### config.mk
export PLATFORM = sky130hd
export DESIGN_NAME = floating_point_divider_flat
export DESIGN_NICKNAME = d
export VERILOG_FILES = /design/src/rtl/floating_point_divider_if.sv /design/src/rtl/floating_point_divider.sv /design/src/flat_wrapper.sv
export SDC_FILE = /design/constraint.sdc
export NUM_CORES = 1
export LEC_CHECK = 0
export BUFFER_PORTS_ARGS = -buffer_cell sky130_fd_sc_hd__buf_2
export CAP_MARGIN = 20
export CORE_MARGIN = 4
export CORE_UTILIZATION = 55
export CTS_BUF_LIST = sky130_fd_sc_hd__clkbuf_2 sky130_fd_sc_hd__clkbuf_4 sky130_fd_sc_hd__clkbuf_8
export CTS_CLUSTER_SIZE = 10
export DETAILED_ROUTE_END_ITERATION = 12
export GPL_ROUTABILITY_DRIVEN = 0
export MAX_ROUTING_LAYER = met4
export PLACE_DENSITY = 0.76
export SLEW_MARGIN = 20
export SYNTH_ARGS = -nofsm -noshare
export SYNTH_HDL_FRONTEND = slang
export SYNTH_SLANG_ARGS = --single-unit
### constraint.sdc
create_clock -name clk -period 2.95 [get_ports clk]
set_input_delay 0.295 -clock clk [delete_from_list [all_inputs] [get_ports clk]]
set_output_delay 0.295 -clock clk [all_outputs]
set_load 0.02 [all_outputs]
### src/rtl/floating_point_divider_if.sv
// Request/response bundle for floating_point_divider: operands and start in,
// quotient with busy/done/div_by_zero status out.
interface floating_point_divider_if;
  logic        start;
  logic [31:0] A;
  logic [31:0] B;
  logic [31:0] result;
  logic        busy;
  logic        done;
  logic        div_by_zero;

  modport master (
    output start, A, B,
    input  result, busy, done, div_by_zero
  );

  modport slave (
    input  start, A, B,
    output result, busy, done, div_by_zero
  );
endinterface

### src/rtl/floating_point_divider.sv
// IEEE-754 single-precision divider: 26-cycle restoring mantissa divide, one NORM cycle.
// Define FP_DIV_ROUND_EN for round-to-nearest-even; otherwise the quotient is truncated.
module floating_point_divider (
  input  logic                     clk,
  input  logic                     rst_n,
  floating_point_divider_if.slave  bus
);

  localparam int unsigned MW = 24;
  localparam int unsigned QW = 26;
  localparam int unsigned EW = 10;
  localparam int unsigned CW = 5;
  localparam int unsigned FW = 23;

  localparam logic [31:0] QNAN = 32'h7FC0_0000;

  typedef enum logic [1:0] {IDLE, CALC, NORM, DONE} state_t;

  state_t                state;
  logic [MW-1:0]         m_b;
  logic [QW-1:0]         rem;
  logic [QW-1:0]         q;
  logic signed [EW-1:0]  exp_q;
  logic                  sign_q;
  logic [CW-1:0]         cnt;

  logic [31:0]           result_q;
  logic                  busy_q;
  logic                  done_q;
  logic                  dbz_q;

  assign bus.result      = result_q;
  assign bus.busy        = busy_q;
  assign bus.done        = done_q;
  assign bus.div_by_zero = dbz_q;

  // Operand classification at the accepting edge; denormals count as zero.
  logic [7:0]           exp_a_c, exp_b_c;
  logic                 sign_c;
  logic                 a_zero_c, b_zero_c, a_spec_c, b_spec_c;
  logic signed [EW-1:0] exp_diff_c;

  assign exp_a_c    = bus.A[30:23];
  assign exp_b_c    = bus.B[30:23];
  assign sign_c     = bus.A[31] ^ bus.B[31];
  assign a_zero_c   = (exp_a_c == 8'd0);
  assign b_zero_c   = (exp_b_c == 8'd0);
  assign a_spec_c   = (exp_a_c == 8'hFF);
  assign b_spec_c   = (exp_b_c == 8'hFF);
  assign exp_diff_c = $signed({2'b00, exp_a_c}) - $signed({2'b00, exp_b_c}) + 10'sd127;

  // One restoring-division step: subtract when the partial remainder covers mB.
  logic          rem_ge;
  logic [QW-1:0] rem_sub;

  assign rem_ge  = (rem >= QW'(m_b));
  assign rem_sub = rem_ge ? (rem - QW'(m_b)) : rem;

  // Normalization, optional rounding and range check of the finished quotient.
  logic [FW-1:0]        frac_n, frac_r;
  logic                 guard, sticky;
  logic signed [EW-1:0] exp_n, exp_r;
  logic [31:0]          norm_result;

  always_comb begin
    frac_n = q[23:1];
    guard  = q[0];
    sticky = (rem != '0);
    exp_n  = exp_q - 10'sd1;
    if (q[25]) begin
      frac_n = q[24:2];
      guard  = q[1];
      sticky = q[0] | (rem != '0);
      exp_n  = exp_q;
    end
  end

`ifdef FP_DIV_ROUND_EN
  logic          round_up;
  logic [FW:0]   frac_sum;

  assign round_up = guard & (sticky | frac_n[0]);
  assign frac_sum = {1'b0, frac_n} + (FW+1)'(round_up);

  // A carry out of the fraction leaves it all-zero and bumps the exponent.
  always_comb begin
    frac_r = frac_sum[FW-1:0];
    exp_r  = exp_n;
    if (frac_sum[FW]) exp_r = exp_n + 10'sd1;
  end
`else
  logic unused_round_bits;

  assign unused_round_bits = guard ^ sticky;
  assign frac_r = frac_n;
  assign exp_r  = exp_n;
`endif

  always_comb begin
    norm_result = {sign_q, exp_r[7:0], frac_r};
    if (exp_r > 10'sd254)
      norm_result = {sign_q, 8'hFF, 23'd0};
    else if (exp_r < 10'sd1)
      norm_result = {sign_q, 31'd0};
  end

  // Control FSM and datapath registers.
  always_ff @(posedge clk or negedge rst_n) begin
    if (!rst_n) begin
      state    <= IDLE;
      m_b      <= '0;
      rem      <= '0;
      q        <= '0;
      exp_q    <= '0;
      sign_q   <= 1'b0;
      cnt      <= '0;
      result_q <= '0;
      busy_q   <= 1'b0;
      done_q   <= 1'b0;
      dbz_q    <= 1'b0;
    end else begin
      done_q <= 1'b0;
      case (state)
        IDLE: begin
          if (bus.start) begin
            busy_q <= 1'b1;
            sign_q <= sign_c;
            if (a_spec_c || b_spec_c || (a_zero_c && b_zero_c)) begin
              result_q <= QNAN;
              dbz_q    <= 1'b0;
              done_q   <= 1'b1;
              state    <= DONE;
            end else if (b_zero_c) begin
              result_q <= {sign_c, 8'hFF, 23'd0};
              dbz_q    <= 1'b1;
              done_q   <= 1'b1;
              state    <= DONE;
            end else if (a_zero_c) begin
              result_q <= {sign_c, 31'd0};
              dbz_q    <= 1'b0;
              done_q   <= 1'b1;
              state    <= DONE;
            end else begin
              rem   <= QW'({1'b1, bus.A[22:0]});
              m_b   <= {1'b1, bus.B[22:0]};
              q     <= '0;
              cnt   <= '0;
              exp_q <= exp_diff_c;
              state <= CALC;
            end
          end
        end
        CALC: begin
          q   <= {q[QW-2:0], rem_ge};
          rem <= {rem_sub[QW-2:0], 1'b0};
          cnt <= cnt + CW'(1);
          if (cnt == CW'(QW-1)) state <= NORM;
        end
        NORM: begin
          result_q <= norm_result;
          dbz_q    <= 1'b0;
          done_q   <= 1'b1;
          state    <= DONE;
        end
        DONE: begin
          busy_q <= 1'b0;
          state  <= IDLE;
        end
        default: state <= IDLE;
      endcase
    end
  end

endmodule

### src/flat_wrapper.sv
// flat-port wrapper written by rule: the top's interface ports become plain ports
module floating_point_divider_flat 
  (clk, rst_n, bus_start, bus_A, bus_B, bus_result, bus_busy, bus_done, bus_div_by_zero);
  floating_point_divider_if bus_i ();
  input  logic clk;
  input  logic rst_n;
  input wire logic [$bits(bus_i.start)-1:0] bus_start;
  input wire logic [$bits(bus_i.A)-1:0] bus_A;
  input wire logic [$bits(bus_i.B)-1:0] bus_B;
  output wire logic [$bits(bus_i.result)-1:0] bus_result;
  output wire logic [$bits(bus_i.busy)-1:0] bus_busy;
  output wire logic [$bits(bus_i.done)-1:0] bus_done;
  output wire logic [$bits(bus_i.div_by_zero)-1:0] bus_div_by_zero;
  assign bus_i.start = bus_start;
  assign bus_i.A = bus_A;
  assign bus_i.B = bus_B;
  assign bus_result = bus_i.result;
  assign bus_busy = bus_i.busy;
  assign bus_done = bus_i.done;
  assign bus_div_by_zero = bus_i.div_by_zero;
  floating_point_divider u_core (.clk(clk), .rst_n(rst_n), .bus(bus_i));
endmodule
==> metrics.txt <==
drt drc=0; multi-input logic area=4610 sq um; Clock Path Buffers=2; CP Max Fanout=11; post-synthesis compound-gate area fraction=0.197; GRT Util Overall=0.240; CTS clk-pin slew, worst paths=around 0.080 ns; clk_skew=just over 0.008 ns; DRT Pass-1 Iters=7; clock sinks=~130; asr flop ratio synth=1.00; post-route ant nets=0; Final Hold Viols=0; Layout area overhead=17.5%; Clock Power Share=0.139; register area=roughly 3200 sq um; worst min path class=in -> reg; Synth Area in Adders=0.0665; Worst path slowest cell=or4b_4; Worst Setup End Kind=flip-flop; largest family of logic cells by synthesized area=compound AO/OA/AOI/OAI gates; CP startpoint=u_core.exp_q[1]; Fmax=about 350 MHz; PwrDens=about 1200 nW/um^2; Antenna diodes=0; XOR/XNOR Fraction of Synth Area=0.0409; sw frac=0.448; die area=between 15,000 and 20,000 sq um; Combinational Power Share=0.614; syn nets=988; Post-synth EDFFs=0; FF+latch count, synth=129; Pint=around 6.2 mW; P_sw=roughly 5.0 mW; Chip Height=around 130 um; Final setup viols=0; final WL=approximately 19,000 um; initial antenna violation count=0; hpwl dp=between 10,000 and 15,000 um; delay-heaviest family, CP=simple AND/OR/NAND/NOR gates; Worst VDD drop=0.949 mV; Synthesis Warnings=0; Die Span X=~130 um; Num CTS Buffers=17; Tcrit/Tclk final=0.955; simple-gate share of the synthesized area=0.169; post-synthesis sequential area ratio=0.397; Required @ worst endpoint=around 3.3 ns; Top Ports=roughly 100; Critical Path AT=3.20 ns; sequential share of power=0.247; critical path type=reg -> reg; slowest stage delay, CP=0.66 ns; placed inst area=9070 sq um; vias=just under 7,000; fin nets=approximately 1,100; clk_lat worst skew=about 0.45 ns; Reg-to-Reg Start=u_core.exp_q[1]; vias in the first global route=between 6,000 and 7,000; Main synth FF type=dfrtp_1; CTS tree=built; proportion of layout cells with a drive suffix above 1=0.255; largest net degree at the start of global routing=56; worst path buffer plus inverter count=0; unrepaired setup endpoints after global routing=yes; outcome=finished, final reports clean; H-Tree Depth=4; Avg Inst Size Synth=9.25 sq um; post-route cell area=about 9600 sq um; number of fillers in the final layout=around 1,300; initial core utilization=0.560; post-synth cell types=71; Netlist Area Pre-Place=a little over 8000 sq um; worst hold start=bus_B[2]; relative slew slack=0.514; via density per instance=about 5.8; multiplexer share of the synthesized area=0.0829; Worst Max-Slew Pin Slew=about 0.7 ns; MaxCap Viol Count=0; Post-CTS Repair Setup Buffers=0; Gate Count Post-Synth=879; Final Max Tran Viols=0; Clock Root Buffer=clkbuf_8; Leak Pwr=between 4 and 5 nW; Setup crit start kind=flip-flop; global-route wire length before repair=between 30,000 and 40,000 um; min Tclk post-route=2.82 ns; worst path cell trace=or4_4 -> nor3_4 -> and4bb_1 -> xnor2_1 -> o31ai_2 -> or4b_4 -> o21ai_2; total power=between 10 and 15 mW; num rows=44; 1st-iter DRT viols=about 560; remaining global-route overflow=0; PortBufs=101; WL per Instance=between 15 and 20 um; core area=between 10,000 and 15,000 sq um
==> state kept, by name, summed over array words and instances, names as in the netlist <==
name,flops
u_core.bus.result,32
u_core.q,26
u_core.rem,26
u_core.m_b,24
u_core.exp_q,10
u_core.cnt,5
u_core.state,2
u_core.bus.busy,1
u_core.bus.div_by_zero,1
u_core.bus.done,1
u_core.sign_q,1
==> power groups by stage <==
stage | registers [mW] | logic, mW | clock network (mW)
floorplan | 2.78 | 4.88 | 0
finish | 2.76 | 6.84 | 1.54
CTS | 2.75 | 6.71 | 1.58
global placement | 2.76 | 6.57 | 0
detailed placement | 2.78 | 6.63 | 0
global route | 2.83 | 7.60 | 1.67
==> logic make-up after synthesis <==
group                      count (synthesis)
adders and majority gates                 42
DFF                                      129
AOI/OAI and AO/OA                        227
muxes                                     64
buffers and inverters                     90
and+or+nand+nor                          289
xor gates and xnor gates                  38
==> per-stage QoR <==
step	cells	setup TNS, ns	setup slack, ns	hold WS (ns)	utilization
6_report	1205	0	0.133	0.0736	0.658
5_1_grt	1205	-0.345	-0.0291	0.0490	0.658
4_1_cts	1203	0	0.0383	0.0488	0.654
3_5_place_dp	1170	0	0.0205	0.383	0.624
3_3_place_gp	1170	0	0.0879	0.388	0.624
2_1_floorplan	879	0	0.0482	-0.000591	-
==> layout by cell type (no fill, tap or decap), types with 6 or more instances in the layout <==
| cell | Yosys | final |
|---|---|---|
| o21a_1 | 10 | 10 |
| ha_1 | 40 | 40 |
| nor2_1 | 50 | 49 |
| a22oi_1 | 16 | 16 |
| o221a_2 | 6 | 6 |
| buf_2 | 5 | 100 |
| nand4_1 | 9 | 9 |
| or2_2 | 7 | 7 |
| nand3_1 | 43 | 43 |
| nor3_1 | 12 | 11 |
| clkbuf_8 | 0 | 20 |
| nand2_1 | 121 | 119 |
| a221o_1 | 6 | 6 |
| inv_1 | 51 | 51 |
| o211ai_1 | 7 | 7 |
| a21o_1 | 10 | 10 |
| a21oi_1 | 39 | 39 |
| dfrtp_1 | 129 | 129 |
| o21ai_2 | 20 | 21 |
| o21ai_0 | 49 | 49 |
| xor2_1 | 17 | 17 |
| xnor2_1 | 21 | 21 |
| buf_4 | 0 | 44 |
| and3_1 | 7 | 7 |
| mux2i_1 | 37 | 37 |
| mux2_2 | 27 | 27 |
==> routing by layer <==
metal | part of all wire | vias up | global-route usage | routed length [um]
li1 | - | 3440 | - | -
met1 | 0.44 | 3296 | 0.307 | 8530
met2 | 0.49 | 162 | 0.387 | 9480
met3 | 0.046 | 32 | 0.0523 | 877
met4 | 0.018 | 0 | 0.0691 | 340
met5 | 0 | - | - | 0
==> cells in the mapped netlist, types with 7 or more instances <==
cell / count / area [sq um]
a21o_1: 10 / 75.1
a21oi_1: 39 / 195
a22oi_1: 16 / 120
and3_1: 7 / 43.8
clkbuf_1: 26 / 97.6
dfrtp_1: 129 / 3230
ha_1: 40 / 500
inv_1: 51 / 191
mux2_2: 27 / 304
mux2i_1: 37 / 370
nand2_1: 121 / 454
nand3_1: 43 / 215
nand4_1: 9 / 56.3
nor2_1: 50 / 188
nor3_1: 12 / 60.1
o211ai_1: 7 / 52.6
o21a_1: 10 / 75.1
o21ai_0: 49 / 245
o21ai_2: 20 / 175
or2_2: 7 / 43.8
xnor2_1: 21 / 184
xor2_1: 17 / 149
==> what timing repair did <==
action / CTS / global route
gates cloned: 0 / 2
pin swaps: 0 / 2
hold endpoints to repair: 53 / 0
endpoints found under the setup margin: 7 / 28
gates resized for setup: 1 / 9
hold buffers: 1 / 0
==> cell type report <==
type	instances	share of cell area
timing repair buffer	147	0.0922
clock buffer	21	0.0296
multi-input combinational	662	0.483
tap	184	0.0241
clock inverter	11	0.0136
inverter	51	0.0200
sequential	129	0.338
==> path summary, 6_finish.rpt <==
kind | end | slack [ns] | cells past startpoint
max in group asynchronous | u_core.m_b[3] | 1.55 | 3
worst min register to register | u_core.m_b[23] | 0.46 | 2
worst max register to register | u_core.bus.result[16] | 0.13 | 7
worst max-delay path | u_core.bus.result[16] | 0.13 | 7
min in group asynchronous | u_core.bus.result[28] | 0.43 | 2
worst min-delay path | u_core.m_b[2] | 0.07 | 2
Power figures use the tool's default switching activity.
